### config.mk
export PLATFORM = sky130hd
export DESIGN_NAME = mig_reqq
export DESIGN_NICKNAME = d
export VERILOG_FILES = /design/src/rtl/mig_reqq.sv
export SDC_FILE = /design/constraint.sdc
export NUM_CORES = 1
export LEC_CHECK = 0
export CORE_ASPECT_RATIO = 0.6
export CORE_MARGIN = 4
export CORE_UTILIZATION = 55
export CTS_BUF_LIST = sky130_fd_sc_hd__clkbuf_4
export DETAILED_ROUTE_END_ITERATION = 8
export PLACE_DENSITY = 0.78
export SKIP_LAST_GASP = 1
export SLEW_MARGIN = 10
export SYNTH_ARGS = -nofsm -noshare
export SYNTH_HDL_FRONTEND = slang
export SYNTH_SLANG_ARGS = --single-unit
### constraint.sdc
create_clock -name mclk -period 15.45 [get_ports mclk]
set_clock_uncertainty 0.2 [all_clocks]
set_input_delay 1.545 -clock mclk [delete_from_list [all_inputs] [get_ports mclk]]
set_output_delay 1.545 -clock mclk [all_outputs]
set_load 0.02 [all_outputs]
### src/rtl/mig_reqq.sv
// mig_reqq: MIG request and write-data FWFT queues; define MIG_REQQ_ERR_EN to build sticky overflow/underflow flags on qerr.
module mig_reqq_fifo #(
    parameter int DEPTH_LOG2 = 3,
    parameter int W = 32
) (
    input  logic         mclk,
    input  logic         mrst,
    input  logic         wen,
    input  logic [W-1:0] wdata,
    output logic         full,
    input  logic         rnext,
    output logic         rqempty,
    output logic [W-1:0] rdata
);
    logic [W-1:0] mem [2**DEPTH_LOG2];
    logic [DEPTH_LOG2-1:0] wptr, rptr;
    logic [DEPTH_LOG2:0] cnt;
    logic push, pop;
    assign full = cnt == (DEPTH_LOG2+1)'(2**DEPTH_LOG2);
    assign rqempty = cnt == '0;
    assign push = wen & ~full;
    assign pop = rnext & ~rqempty;
    assign rdata = mem[rptr];
    always_ff @(posedge mclk) begin
        if (mrst) begin
            wptr <= '0;
            rptr <= '0;
            cnt <= '0;
        end else begin
            wptr <= push ? wptr + DEPTH_LOG2'(1) : wptr;
            rptr <= pop ? rptr + DEPTH_LOG2'(1) : rptr;
            cnt <= cnt + (DEPTH_LOG2+1)'(push) - (DEPTH_LOG2+1)'(pop);
        end
    end
    // Storage is deliberately not reset; reset only clears pointers and counts.
    always_ff @(posedge mclk) begin
        if (push && !mrst) mem[wptr] <= wdata;
    end
endmodule

module mig_reqq #(
    parameter int REQ_DEPTH_LOG2 = 3,
    parameter int WDQ_DEPTH_LOG2 = 3
) (
    input  logic         mclk,
    input  logic         mrst,
    input  logic         req_wen,
    input  logic [31:0]  req_waddr,
    input  logic         req_wrd_bwt,
    output logic         req_wfull,
    input  logic         wdq_wen,
    input  logic [127:0] wdq_wdata,
    input  logic [15:0]  wdq_wmask,
    output logic         wdq_wfull,
    input  logic         req_rnext,
    output logic         req_rqempty,
    output logic [31:0]  req_qraddr,
    output logic         req_rd_bwt,
    input  logic         wdq_rnext,
    output logic         wdq_rqempty,
    output logic [143:0] wdq_mask_rdata,
    output logic [1:0]   qerr
);
    mig_reqq_fifo #(.DEPTH_LOG2(REQ_DEPTH_LOG2), .W(33)) u_req (
        .mclk(mclk), .mrst(mrst),
        .wen(req_wen), .wdata({req_wrd_bwt, req_waddr}), .full(req_wfull),
        .rnext(req_rnext), .rqempty(req_rqempty), .rdata({req_rd_bwt, req_qraddr})
    );
    mig_reqq_fifo #(.DEPTH_LOG2(WDQ_DEPTH_LOG2), .W(144)) u_wdq (
        .mclk(mclk), .mrst(mrst),
        .wen(wdq_wen), .wdata({wdq_wmask, wdq_wdata}), .full(wdq_wfull),
        .rnext(wdq_rnext), .rqempty(wdq_rqempty), .rdata(wdq_mask_rdata)
    );
`ifdef MIG_REQQ_ERR_EN
    always_ff @(posedge mclk) begin
        if (mrst) qerr <= '0;
        else qerr <= qerr | {(req_rnext & req_rqempty) | (wdq_rnext & wdq_rqempty),
                             (req_wen & req_wfull) | (wdq_wen & wdq_wfull)};
    end
`else
    assign qerr = '0;
`endif
endmodule

======== Word-level counts from Yosys, hierarchy flattened ========
Memory sizes are Yosys's and may differ from the RTL's. A register that Yosys moved wholly into a read port is not among the register bits.
Index checks and enable logic that the tools add are counted.
word-level totals
  logic and storage cells ................. 39
  memories kept ........................... 2
  bits in writable memories ............... 1,416
  register bits ........................... 20
  output and inout bits ................... 183
memory list
  memory     depth  bits a word  rd ports  clocked after Yosys merged registers in  wr ports  line  RTL
  u_wdq.mem  8      144          1         1                                        1         15    logic [W-1:0] mem [2**DEPTH_LOG2];
  u_req.mem  8      33           1         1                                        1         15
cells by class
  bitwise logic cells ..................... 8
  multiplexer cells ....................... 8
  reduce and logical (&&, ||, !) cells .... 5
  $add $sub $neg .......................... 8
  equality and inequality tests ........... 2
operators by type and width
  kind                 number
  $add 3x1->3 const B  4
  $mux 3               4
  $add 4x1->4          2
  $eq 4x4->1 const B   2
  $logic_not 4->1      2
  $sub 4x1->4          2
  $and 1x1->1          4
  $mux 1               4
  $not 1->1            4
  $logic_and 1x1->1    2
  $logic_not 1->1      1

======== Longest topological paths before layout ========
Gate-level depths: netlist of the first run.
  word-level depth ........................ 6
  depth in mapped cells ................... 11
  gate-level depth less buffers ........... 11

======== Cells and area by module ========
Synthesis of the first run repeated with hierarchy kept, for this count alone.
second synthesis, totals
  cells, all modules ...................... 2,206
  area, all modules ....................... 54,591.1 um2
modules (own cells, without submodules)
  module                 area an instance (um2)  cells each  times used
  mig_reqq_fifo (u_wdq)  43,925.9                1,743       1
  mig_reqq_fifo (u_req)  10,646.5                460         1
  mig_reqq               18.8                    3           1

======== Least setup slack after synthesis of the first run ========
OpenSTA, ideal clock, no wires.
  kind .................................... input to register
  start ................................... in wdq_wen
  end ..................................... mem u_wdq.mem[0][0], enable pin
  path buffers ............................ 0
  library setup time ...................... 1,000 ps
  arrival ................................. 15,547 ps
  path slack .............................. -1,297 ps
  cell stages on the path ................. 3
  required time ........................... 14,250 ps
  cell sequence ........................... inv_1 or3_1 nor4_1
on the way
  cells in the longest elaborated chain, start to end .. 4
RTL lines
  element                       line  RTL
  start: declaration            51    input logic wdq_wen,
  $and 1x1->1                   21    assign push = wen & ~full;
  $logic_and 1x1->1             37    if (push && !mrst) mem[wptr] <= wdata;
  $mux 1                        37
  $mux 1 (implied by the code)  37
  end: declaration              15
Every way passes these cells.

==> results_dict.tcl, run 1 <==
set metrics [dict create \
    area_delta_synth_final_pct 16.7 \
    cellLeakagePower_nw 19.9 \
    crit_path_max_fanout 90 \
    post_cts_buffers 0 \
    place.gp.congestion 0.750 \
    cts_num_sinks 1442 \
    cp_common_cell "buf_4" \
    synth_area_per_cell_um2 24.7 \
    cts_resized 0 \
    grt_max_degree 91 \
    max_freq_mhz 134 \
    cp-start-kind "flip-flop" \
    slew_violations 0 \
    critPathCaptureType "output pin" \
    syn_area_um2 54500 \
    grt_pass1_vias 27300 \
    nets 3048 \
    drt.antenna.violating_nets 0 \
    design.core.area_um2 98300 \
    route.detailed.drc 2 \
    clk_pin_slew_ps 70 \
    die-area_um2 104000 \
    tns_ps 0 \
    grt_remaining_overflow 0 \
    dr_total_vias 25600 \
    synth_compound_area_share_pct 0.262 \
    routed_via_density 5.83 \
    yosysWarnings 0 \
    htreeDepth 5 \
    wl_um 115000 \
    tightest_slew_ps 1100 \
    synthSimpleGateAreaFrac_pct 0.634 \
    initial_core_util_pct 55.4 \
    crit_type "flip-flop to output pin" \
    finalCritPeriodShare_pct 48.4 \
    crit_slowest_cell "dfxtp_4" \
    root_buffer "clkbuf_4" \
    wl_per_cell_um 26.1 \
    fp.dieH_um 252 \
    crit_arrival_ps 5730 \
    violations "DRC" \
    port_buffers 363 \
    power_density_nw_per_um2 139 \
    status "complete, but fails checks" \
    power.total_mw 8.84 \
    seq_area_frac_synth_pct 79.0 \
    grt_usage_pct 22.2 \
    cts_max_path_buffers 4 \
    cp.required_ps 13710 \
    slew_headroom_pct 26.9 \
    worstPathCellList "buf_4, buf_4, buf_12, mux4_2, mux2_2, clkdlybuf4s50_1" \
    clk_latency_ps 1170 \
    hold_path_class "flip-flop to flip-flop" \
    die_w_um 414 \
    drt-initial-drc-count 2342 \
    min_period_ps 7480 \
    ys_ff_latch 1442 \
    hold_buffers 0 \
    syn_inst 2205 \
    synthAdderAreaFrac_pct 0.418 \
    drive_gt1_share_pct 35.9 \
    ir_drop_mv 0.0920 \
    cts_tree "built" \
    first_pass_iters 7 \
    drv_cap 0 \
    hpwl_um 63900 \
    ys_types 32 \
    antenna_found_initial 19 \
    std_cell_rows 89 \
    cts_buffers 334 \
    yosys.area_share.xor_xnor_pct 0.0322 \
    rsz0062_at_grt "false" \
    synth_mux_area_share_pct 18.4 \
    setup_viol 0 \
    hold_violations 0 \
    io_pins 366 \
    synth_top_family_by_area "multiplexers" \
    grt_pass1_wl_um 172000 \
    max_stage_delay_ps 870 \
]
[metrics by stage]
stage	area [um^2]	worst slack (ps)	instances	hold slack, ps	util (%)
2_1_floorplan	54500	2570	2206	259	-
3_3_place_gp	59600	8990	3831	259	60.6
3_5_place_dp	59600	8950	3831	288	60.6
4_1_cts	63600	7530	4380	291	64.6
5_1_grt	63600	7290	4390	339	64.7
6_report	63600	7970	4394	289	64.7
[metal layers]
metal,GRT usage (%),part of all wire (%)
met4,7.83,2.0
met1,30.6,40
met3,5.62,7.4
met5,0,0.11
met2,35.3,50
[registers in the layout, summed over array words and instances, names as in the netlist, named ones only]
name	cells
u_req.mem	264
u_req.rptr	3
u_wdq.rptr	3
u_req.wptr	3
u_wdq.cnt	4
u_wdq.wptr	3
u_req.cnt	4
u_wdq.mem	1152
[worst max-delay path, delay by kind of cell, from the launching register on]
| kind | cells | cell delay (ps) |
|---|---|---|
| buffers and inverters | 4 | 2560 |
| muxes | 2 | 880 |
| DFF | 1 | 870 |
[path summary, 6_finish.rpt]
| kind | cells past startpoint | slack [ps] | endpoint | startpoint |
|---|---|---|---|---|
| max reg2reg | 8 | 11610 | u_wdq.mem[2][98]$_DFFE_PP_ | u_wdq.cnt[2]$_SDFF_PP0_ |
| max | 6 | 7970 | wdq_mask_rdata[37] | flip-flop |
| min | 2 | 290 | flip-flop | u_req.rptr[2]$_SDFFE_PP0P_ |
| min reg2reg | 2 | 290 | flip-flop | u_req.rptr[2]$_SDFFE_PP0P_ |
[synth_stat cells (all sizes together)]
| master | n | area [um^2] |
|---|---|---|
| edfxtp | 1416 | 42500 |
| mux4 | 354 | 7970 |
| mux2 | 179 | 2020 |
| buf | 67 | 488 |
| clkbuf | 37 | 139 |
| dfxtp | 26 | 521 |
| inv | 16 | 60.1 |
| ha | 15 | 188 |
| nor2 | 15 | 56.3 |
| a21oi | 11 | 55.1 |
| nand2b | 10 | 62.6 |
| nor3 | 8 | 40.0 |
| o21ai | 8 | 40.0 |
| or3 | 6 | 37.5 |
| nor2b | 5 | 31.3 |
| a31o | 4 | 35.0 |
| nand3 | 4 | 20.0 |
| nor4 | 4 | 25.0 |
| mux2i | 3 | 30.0 |
| a31oi | 2 | 12.5 |
| fa | 2 | 40.0 |
| nand2 | 2 | 7.51 |
| nand3b | 2 | 15.0 |
| nand4b | 2 | 17.5 |
| nor3b | 2 | 15.0 |
| or3b | 2 | 17.5 |
| conb | 1 | 3.75 |
| xnor2 | 1 | 8.76 |
| xor2 | 1 | 8.76 |
[power breakdown]
group | total [mW] | switching (mW) | internal (mW)
Combinational | 1.51 | 0.759 | 0.755
Clock | 2.84 | 1.39 | 1.45
Sequential | 4.48 | 0.0677 | 4.41
[layout make-up]
cell class,instances,area (um^2)
sequential,1442,43100
fill,6300,34700
multi-input combinational,644,10900
timing repair buffer,410,4000
clock buffer,472,3540
tap,1319,1650
clock inverter,77,383
inverter,16,60.1
antenna,14,35.0
[cells in the final DEF, fill, tap and decap left out, types with 15 or more instances in the layout]
cell,Yosys,final
clkdlybuf4s50_1,0,363
buf_4,6,46
mux4_2,354,354
ha_1,15,15
clkbuf_4,0,472
mux2_2,179,179
dfxtp_1,26,21
edfxtp_1,1416,1416
inv_1,16,16
clkinv_1,0,58
[cells by family after synthesis]
family	count (synthesis)
buf+inv	120
simple gates	62
xor+xnor	2
other cells	1
fa+ha+maj	17
mux	536
compound gates	25
flops	1442
No activity file was read; power rests on OpenSTA's default activity.
==> inputs of run 2 (changes only) <==
--- a/config.mk
+++ b/config.mk
@@ -10,7 +10,7 @@
 export CORE_UTILIZATION = 55
 export CTS_BUF_LIST = sky130_fd_sc_hd__clkbuf_4
 export DETAILED_ROUTE_END_ITERATION = 8
-export PLACE_DENSITY = 0.78
+export PLACE_DENSITY = 0.75
 export SKIP_LAST_GASP = 1
 export SLEW_MARGIN = 10
 export SYNTH_ARGS = -nofsm -noshare
==> constraint.sdc (replaced) <==
create_clock -name mclk -period 7.35 [get_ports mclk]
set_clock_uncertainty 0.2 [all_clocks]
set_input_delay 0.735 -clock mclk [delete_from_list [all_inputs] [get_ports mclk]]
set_output_delay 0.735 -clock mclk [all_outputs]
set_load 0.02 [all_outputs]
==> run 2 against run 1 <==
Compared with the run above: the run now ends clean; global-route usage is essentially flat; die area is the same; worst hold slack lost 100 ps; first-iteration DRC count is essentially flat; clock power grew 110%; critical path type unchanged; largest cell class unchanged.
==> results_dict.tcl, run 2 (synthesized netlist as in run 1, its figures left out) <==
set metrics [dict create \
    status "finished clean" \
    antenna_found_initial 7 \
    design.core.area_um2 98300 \
    initial_core_util_pct 55.4 \
    comb_power_share_pct 17.4 \
    dp.cells 3820 \
    hold_violations 0 \
    cts_num_sinks 1442 \
    fin_cells 4562 \
    grt_pass1_vias 28300 \
    dr_total_vias 26400 \
    rsz0062_at_grt "false" \
    cts_resized 0 \
    largest-register "u_wdq.mem" \
    cts_max_path_buffers 4 \
    route.detailed.drc 0 \
    setup_viol 0 \
    finalCritPeriodShare_pct 70.8 \
    mostFrequentLayoutCell "edfxtp_1" \
    grt_usage_pct 22.2 \
    routed_via_density 5.78 \
    cts_buffers 337 \
    largest_register_ffs 1152 \
    clk_pin_slew_ps 60 \
    hpwl_um 61100 \
    die_w_um 414 \
    final_cell_mix "1416 x edfxtp_1, 480 x clkbuf_4, 363 x clkdlybuf4s50_1, 354 x mux4_2, 179 x mux2_2" \
    p_clk_share_pct 32.2 \
    die-area_um2 104000 \
    crit_path_max_fanout 94 \
    drive_gt1_share_pct 33.8 \
    tns_ps 0 \
    critPathCaptureType "output pin" \
    cp.required_ps 6410 \
    root_buffer "clkbuf_4" \
    first_pass_iters 5 \
    cellLeakagePower_nw 20.6 \
    p_int_mw 14.0 \
    hold_path_class "input pin to flip-flop" \
    drt-initial-drc-count 2343 \
    max_freq_mhz 192 \
    place.gp.congestion 0.721 \
    grt_max_degree 123 \
    slew_violations 0 \
    grt_busiest_layer "met2" \
    met2_usage_pct 34.4 \
    p_seq_share_pct 50.4 \
    htreeDepth 5 \
    ir_drop_mv 0.204 \
    grt_remaining_overflow 0 \
    grt_pass1_wl_um 174000 \
    p_sw_share_pct 25.3 \
    worst_hold_slack_ps 184 \
    min_period_ps 5200 \
    tightest_slew_ps 1050 \
    io_pins 366 \
    area_delta_synth_final_pct 20.2 \
    std_cell_rows 89 \
    grt_use_met3_pct 5.53 \
    post_cts_buffers 0 \
    met1_usage_pct 31.3 \
    reg_top3 "u_wdq.mem (1152), u_req.mem (264)" \
    crit_arrival_ps 4270 \
    wl_um 115000 \
    slew_headroom_pct 29.8 \
    drv_cap 0 \
    n_fill_cell 6181 \
    wl_per_cell_um 25.1 \
    port_buffers 363 \
    fin_ws_ps 2150 \
    dp_slack_ps 3250 \
    power_density_nw_per_um2 286 \
    fp.dieH_um 252 \
    nets 3218 \
    cp-start-kind "flip-flop" \
    clk_latency_ps 1180 \
    crit_type "flip-flop to output pin" \
    cts_tree "built" \
    p_sw_mw 4.73 \
    drt.antenna.violating_nets 0 \
]
-- run 2: cell count changes in the layout (fill, tap and decap cells not counted), sizes merged --
cell / delta
bufinv: -1
buf: -11
diode: -4
clkinvlp: +1
clkinv: -3
dlygate4sd3: +178
clkbuf: +8
-- run 2: final timing paths --
path / cells after the start / slack, ps / start / endpoint
min reg2reg: 2 / 300 / u_req.rptr[2]$_SDFFE_PP0P_ / flip-flop
max reg2reg: 7 / 3850 / u_wdq.cnt[2]$_SDFF_PP0_ / u_wdq.mem[6][28]$_DFFE_PP_
min: 1 / 180 / req_waddr[7] / u_req.mem[6][7]$_DFFE_PP_
max: 4 / 2150 / flip-flop / wdq_mask_rdata[39]
-- run 2: per-layer routing --
metal	vias to the layer above	share of wire [%]
li1	11300	-
met1	13800	41
met2	1099	49
met3	192	7.5
met4	2	2.3
met5	-	0.010
-- run 2: critical path, stage by stage (launching register included) --
cell and delay [ps]:
dfxtp_4 840, buf_12 550, mux4_2 590, mux2_2 280, clkdlybuf4s50_1 570
-- run 2: metrics by stage --
step | power (mW) | utilization (%) | instance area [um^2]
after global routing | 19.6 | 66.6 | 65500
after global placement | 12.7 | 60.7 | 59700
after detailed placement | 12.8 | 60.7 | 59700
final | 18.7 | 66.6 | 65500
after CTS | 19.0 | 66.6 | 65500
after floorplan | 11.5 | - | 54500
-- run 2: repair_timing --
item | 4_1_cts | 5_1_grt
endpoints found under the hold margin | 1407 | 0
endpoints found under the setup margin | 0 | 0
hold buffers | 178 | 0
-- run 2: power groups by stage --
stage,clock network (mW),logic [mW],registers [mW]
6_report,6.03,3.26,9.43
5_1_grt,6.71,3.45,9.46
4_1_cts,6.21,3.31,9.44
3_5_place_dp,0,3.20,9.62
3_3_place_gp,0,3.14,9.60
2_1_floorplan,0,2.01,9.52
-- run 2: area by class of cell --
type | instances | area [um^2] | area share, %
clock inverter | 74 | 347 | 0.529
sequential | 1442 | 43100 | 65.7
antenna | 10 | 25.0 | 0.0382
clock buffer | 480 | 3600 | 5.50
multi-input combinational | 644 | 10900 | 16.6
inverter | 16 | 60.1 | 0.0917
tap | 1319 | 1650 | 2.52
timing repair buffer | 577 | 5860 | 8.95
==> inputs of run 3 (changes only) <==
==> constraint.sdc (replaced) <==
create_clock -name mclk -period 5.4 [get_ports mclk]
set_clock_uncertainty 0.2 [all_clocks]
set_input_delay 0.54 -clock mclk [delete_from_list [all_inputs] [get_ports mclk]]
set_output_delay 0.54 -clock mclk [all_outputs]
set_load 0.02 [all_outputs]
==> run 3 against run 2 <==
Compared with the run above: via count increased by 0.52%; critical path depth unchanged; worst setup slack got worse by 1500 ps; non-clock buffer count increased by 18; count of clock-buffer cells in the layout increased by 11; final cell count increased by 0.68%; highest routed layer unchanged.
==> results_dict.tcl, run 3 (synthesized netlist as in run 1, its figures left out) <==
set metrics [dict create \
    status "finished clean" \
    crit_arrival_ps 4000 \
    wl_um 118000 \
    place.gp.congestion 0.727 \
    area_delta_synth_final_pct 21.0 \
    cp.required_ps 4660 \
    dpl_cell_area_um2 60000 \
    final_cell_mix "1416 x edfxtp_1, 491 x clkbuf_4, 363 x clkdlybuf4s50_1, 354 x mux4_2, 182 x dlygate4sd3_1" \
    tightest_slew_ps 960 \
    finalInstanceArea_um2 65900 \
    cp-start-kind "flip-flop" \
    hpwl_um 62200 \
    cellLeakagePower_nw 20.8 \
    cts_max_path_buffers 4 \
    worstPathCellList "buf_4, mux4_2, mux2_2, clkdlybuf4s50_1" \
    die_w_um 414 \
    rsz0062_at_grt "false" \
    setup_viol 0 \
    drive_gt1_share_pct 34.5 \
    initial_core_util_pct 55.4 \
    crit_slowest_cell "dfxtp_4" \
    htreeDepth 5 \
    mostFrequentLayoutCell "edfxtp_1" \
    cts_resized 0 \
    cts_num_sinks 1442 \
    dr_total_vias 26500 \
    slew_violations 0 \
    grt_pass1_vias 28200 \
    port_buffers 363 \
    p_int_mw 19.3 \
    fp.dieH_um 252 \
    reg2regPathDepth 11 \
    std_cell_rows 89 \
    first_pass_iters 7 \
    finalCritPeriodShare_pct 87.8 \
    wl_per_cell_um 25.6 \
    power.total_mw 25.8 \
    power_density_nw_per_um2 392 \
    design.core.area_um2 98300 \
    nets 3235 \
    p_sw_mw 6.50 \
    hold_path_class "flip-flop to flip-flop" \
    min-delay-start "u_wdq.rptr[2]$_SDFFE_PP0P_" \
    p_clk_share_pct 32.8 \
    crit_path_max_fanout 35 \
    max_freq_mhz 211 \
    p_seq_share_pct 49.6 \
    hold_violations 0 \
    ff2ff_setup_slack_ps 2380 \
    min_period_ps 4740 \
    crit_type "flip-flop to output pin" \
    r2r_start "u_req.cnt[2]$_SDFF_PP0_" \
    root_buffer "clkbuf_4" \
    reg_top3 "u_wdq.mem (1152), u_req.mem (264)" \
    max_stage_delay_ps 930 \
    drt-initial-drc-count 2470 \
    routed_via_density 5.77 \
    drv_cap 0 \
    slew_headroom_pct 35.9 \
    antenna_found_initial 10 \
    worst_hold_slack_ps 302 \
    route.detailed.drc 0 \
    die-area_um2 104000 \
    grt_pass1_wl_um 178000 \
    fin_util_pct 67.1 \
    reg2reg_to "u_req.cnt[2]$_SDFF_PP0_" \
    fin_cells 4593 \
    comb_power_share_pct 17.6 \
    p_sw_share_pct 25.2 \
    cts_tree "built" \
    clk_latency_ps 1170 \
    largest_register_ffs 1152 \
    grt_max_degree 98 \
    ir_drop_mv 0.307 \
    dp.cells 3834 \
    critPathCaptureType "output pin" \
    drt.antenna.violating_nets 0 \
    holdPathStages 2 \
    clk_pin_slew_ps 70 \
    grt_usage_pct 22.8 \
    grt_remaining_overflow 0 \
    largest-register "u_wdq.mem" \
    cts_buffers 336 \
    io_pins 366 \
]
-- run 3: cell types whose count changed in the layout (fill, tap and decap cells not counted) --
cell and delta:
clkbuf_4 +11, buf_12 +10, buf_4 +4, dlygate4sd3_1 +4, bufinv_16 +3, clkinv_2 +3, clkinv_1 -2, clkinvlp_4 -1
diode_2 -1, nand3_1 -1, nand3_2 +1, or3_1 -1, or3_4 +1
-- run 3: metal layers --
metal | track usage, % | vias to the layer above | wire, um
met1 | 32.2 | 13900 | 49400
li1 | - | 11300 | -
met5 | 0 | - | 27
met4 | 7.65 | 4 | 2340
met2 | 35.8 | 1087 | 57600
met3 | 5.48 | 183 | 8420
-- run 3: final cells by class --
class | instances | area [um^2]
Clock inverter | 77 | 437
Sequential cell | 1442 | 43100
Fill cell | 5997 | 32400
Multi-Input combinational cell | 644 | 10900
Inverter | 16 | 60.1
Clock buffer | 491 | 3690
Timing Repair Buffer | 595 | 6130
Tap cell | 1319 | 1650
Antenna cell | 9 | 22.5
-- run 3: worst max-delay path by stage --
stage                     cells past startpoint  slack [ps]                   endpoint
after CTS                                     4         330         wdq_mask_rdata[51]
after global placement                        4        1760         wdq_mask_rdata[51]
after global routing                          4         360         wdq_mask_rdata[51]
after floorplan                               3       -1850  u_wdq.mem[5][0]$_DFFE_PP_
after detailed placement                      4        1700         wdq_mask_rdata[51]
final                                         4         660         wdq_mask_rdata[51]
-- run 3: worst max-delay path, delay by kind of cell, from the launching register on --
| family | cells | cell delay, ps |
|---|---|---|
| buf+inv | 2 | 1040 |
| flops | 1 | 930 |
| mux | 2 | 860 |
-- run 3: timing repair --
item | in CTS | in global routing
hold endpoints to repair | 1435 | 0
hold buffers | 182 | 0
buffers inserted | 0 | 0
-- run 3: power by group through the flow --
stage          Combinational [mW]  Sequential [mW]  Clock (mW)
4_1_cts                      4.60             12.8        8.74
2_1_floorplan                2.74             13.0           0
6_report                     4.55             12.8        8.46
3_3_place_gp                 4.38             13.0           0
5_1_grt                      4.79             12.8        9.39
3_5_place_dp                 4.46             13.1           0
-- run 3: per-stage QoR --
stage | setup slack [ps] | setup TNS [ps]
after floorplan | -1850 | -857240
after global placement | 1760 | 0
after detailed placement | 1700 | 0
after CTS | 333 | 0
after global routing | 359 | 0
final | 658 | 0
==> patch, RTL diff (config.mk and constraints of run 2) <==
Set the parameter `WDQ_DEPTH_LOG2` to 2 (it was 3).
--- a/src/rtl/mig_reqq.sv
+++ b/src/rtl/mig_reqq.sv
@@ -42,3 +42,3 @@
     parameter int REQ_DEPTH_LOG2 = 3,
-    parameter int WDQ_DEPTH_LOG2 = 3
+    parameter int WDQ_DEPTH_LOG2 = 2
 ) (
Function: not settled (the Yosys comparison gave no result); the edit may change what the design does.
==> patch against run 2 <==
  * Sequential cell count shrank 580
  * Fmax grew 8.9%
  * Worst hold slack gained 0.062 ns
  * Final cell count shrank 41%
  * Sequential share of layout area grew 0.38 points
  * Largest cell class unchanged
  * Area after synthesis shrank 42%
  * Critical path type unchanged
  * Die area shrank 41%
  * Routed wire length shrank 43%
  * Largest power group unchanged
  * Power shrank 35%
  * Cell area shrank 41%
  * Clock power shrank 39%
  * Setup slack gained 0.42 ns
==> patch: results (changes against run 2) <==
[outcome]
status = completed

[min_path]
holdPathStages = 1  ; unchanged
hold_class = in -> reg
whs_endpoint = u_wdq.mem[3][80]$_DFFE_PP_
hold_start = wdq_wdata[80]

[global_route]
grt_pass1_wl_um = 98610  ; -43%
grt_pass1_vias = 16261  ; -42%
antenna_found_initial = 13  ; +6
grt_max_degree = 145  ; +18%
grt_usage_pct = 21.22  ; -0.98 points

[sta]
worst_slew_pin_slew_ns = 1.006  ; -0.04704 ns
holdWs_ns = 0.2468  ; +0.06238 ns
slew_violations = 0  ; unchanged

[place]
io_buffers = 363  ; unchanged
dp_hpwl_um = 37800  ; -38%
dp.cells = 2355  ; -38%
place_congestion = 0.7326  ; +1.6%

[yosys]
synthTopCellsByArea = edfxtp_1, mux4_2, dfxtp_1
ys_async_sr_fraction_pct = 0  ; unchanged
yosysWarnings = 0  ; unchanged
synth_common_cells = edfxtp_1, mux4_2, mux2_2
synth-edff-count = 840  ; -41%
synthCells = 1267  ; -43%
synth_cell_type_count = 37  ; +16%
synth_flop_cell = edfxtp_1
yosysSeqAreaShare_pct = 80.66  ; +1.7 points

[route]
drtPass1Iterations = 5  ; unchanged
drtAntennaViolNets = 0  ; unchanged
wire_per_inst_um = 24.17  ; -3.9%
via_count = 15058  ; -43%
dr.first_iter.drc_count = 1035  ; -56%
routed_wl_um = 64990  ; -43%

[final_layout]
layout-drive-gt1-share_pct = 29.83  ; -4.0 points
reg_top3 = u_wdq.mem: 576 flops, u_req.mem: 264 flops, u_req.cnt: 4 flops
fin_nets = 1986  ; -38%

[critical_path]
regToRegSetupSlack_ns = 4.59  ; +0.74 ns
crit_path_start_kind = register
reg2regPathDepth = 7  ; unchanged
reg2reg_to = u_req.mem[0][21]$_DFFE_PP_
max_stage_delay_ns = 1.00  ; +0.16 ns
r2r_start = u_req.cnt[2]$_SDFF_PP0_
critPathMaxFanout = 81  ; -14%
cp_slowest_cell = dfxtp_4
cp_top_family = buffers and inverters

[clock_tree]
clock_latency_ns = 0.91  ; -0.27 ns
cts.clk_slew.worst_paths_ns = 0.07
numCtsBuffers = 190  ; -44%
ctsHtreeMaxLevel = 4  ; -1
cts_buffer_depth = 3  ; -1
cts_setup_buffers = 0  ; unchanged
cts-resized-gates = 0  ; unchanged
cts_root_buffer = clkbuf_4

[pwr]
vdd_ir_drop_max_mv = 0.2343  ; +15%
leakagePower_uw = 0.01236  ; -40%

==> patch: layout make-up <==
| type | count | area [um2] |
|---|---|---|
| Tap cell | 759 | 949.7 |
| Multi-Input combinational cell | 336 | 5857 |
| Antenna cell | 6 | 15.01 |
| Clock buffer | 288 | 2162 |
| Sequential cell | 862 | 25680 |
| Clock inverter | 40 | 266.5 |
| Fill cell | 3465 | 17670 |
| Inverter | 15 | 56.30 |
| Timing Repair Buffer | 383 | 3846 |
==> patch: worst reg2reg max path, cell delays in order, from the launching register on <==
cell     delay (ns)
dfxtp_1        0.31
inv_1          0.07
ha_1           0.19
or3b_1         0.24
inv_1          0.10
or3_1          0.47
nor4_2         0.20
buf_4          0.54
==> patch: kinds of logic after synthesis <==
logic type / share of synthesized area [%]
AOI/OAI and AO/OA: 0.3500
xor gates and xnor gates: 0.08259
adders and majority gates: 0.6370
buffers and inverters: 1.160
DFF: 80.66
muxes: 16.21
other: 0.01179
and+or+nand+nor: 0.8927
==> patch: through the flow <==
stage	setup slack, ns	util (%)	TNS [ns]	instance area [um2]
final	2.573	68.72	0	38830
after CTS	2.362	68.70	0	38810
after floorplan	-5.123	-	-2943.41	31820
after global routing	2.210	68.72	0	38830
after detailed placement	3.419	64.40	0	36390
after global placement	3.433	64.40	0	36390
==> patch: report_power, final <==
part / internal [uW] / total (uW) / switching, uW / leakage [uW]
clock: 1920 / 3650 / 1740 / 0.00146
sequential: 5650 / 5800 / 152 / 0.00779
combinational: 1400 / 2750 / 1350 / 0.00311
==> patch: per-layer routing <==
| layer | track usage, % | share of wire, % |
|---|---|---|
| met3 | 7.204 | 7.2 |
| met5 | 0 | 0.12 |
| met2 | 34.50 | 51 |
| met4 | 6.686 | 2.0 |
| met1 | 27.53 | 40 |
==> patch: worst max path at each step <==
stage / slack [ns] / endpoint
2_1_floorplan: -5.12 / u_wdq.mem[2][0]$_DFFE_PP_
3_3_place_gp: 3.43 / req_qraddr[26]
3_5_place_dp: 3.42 / wdq_mask_rdata[109]
4_1_cts: 2.36 / wdq_mask_rdata[139]
5_1_grt: 2.21 / wdq_mask_rdata[109]
6_report: 2.57 / wdq_mask_rdata[109]
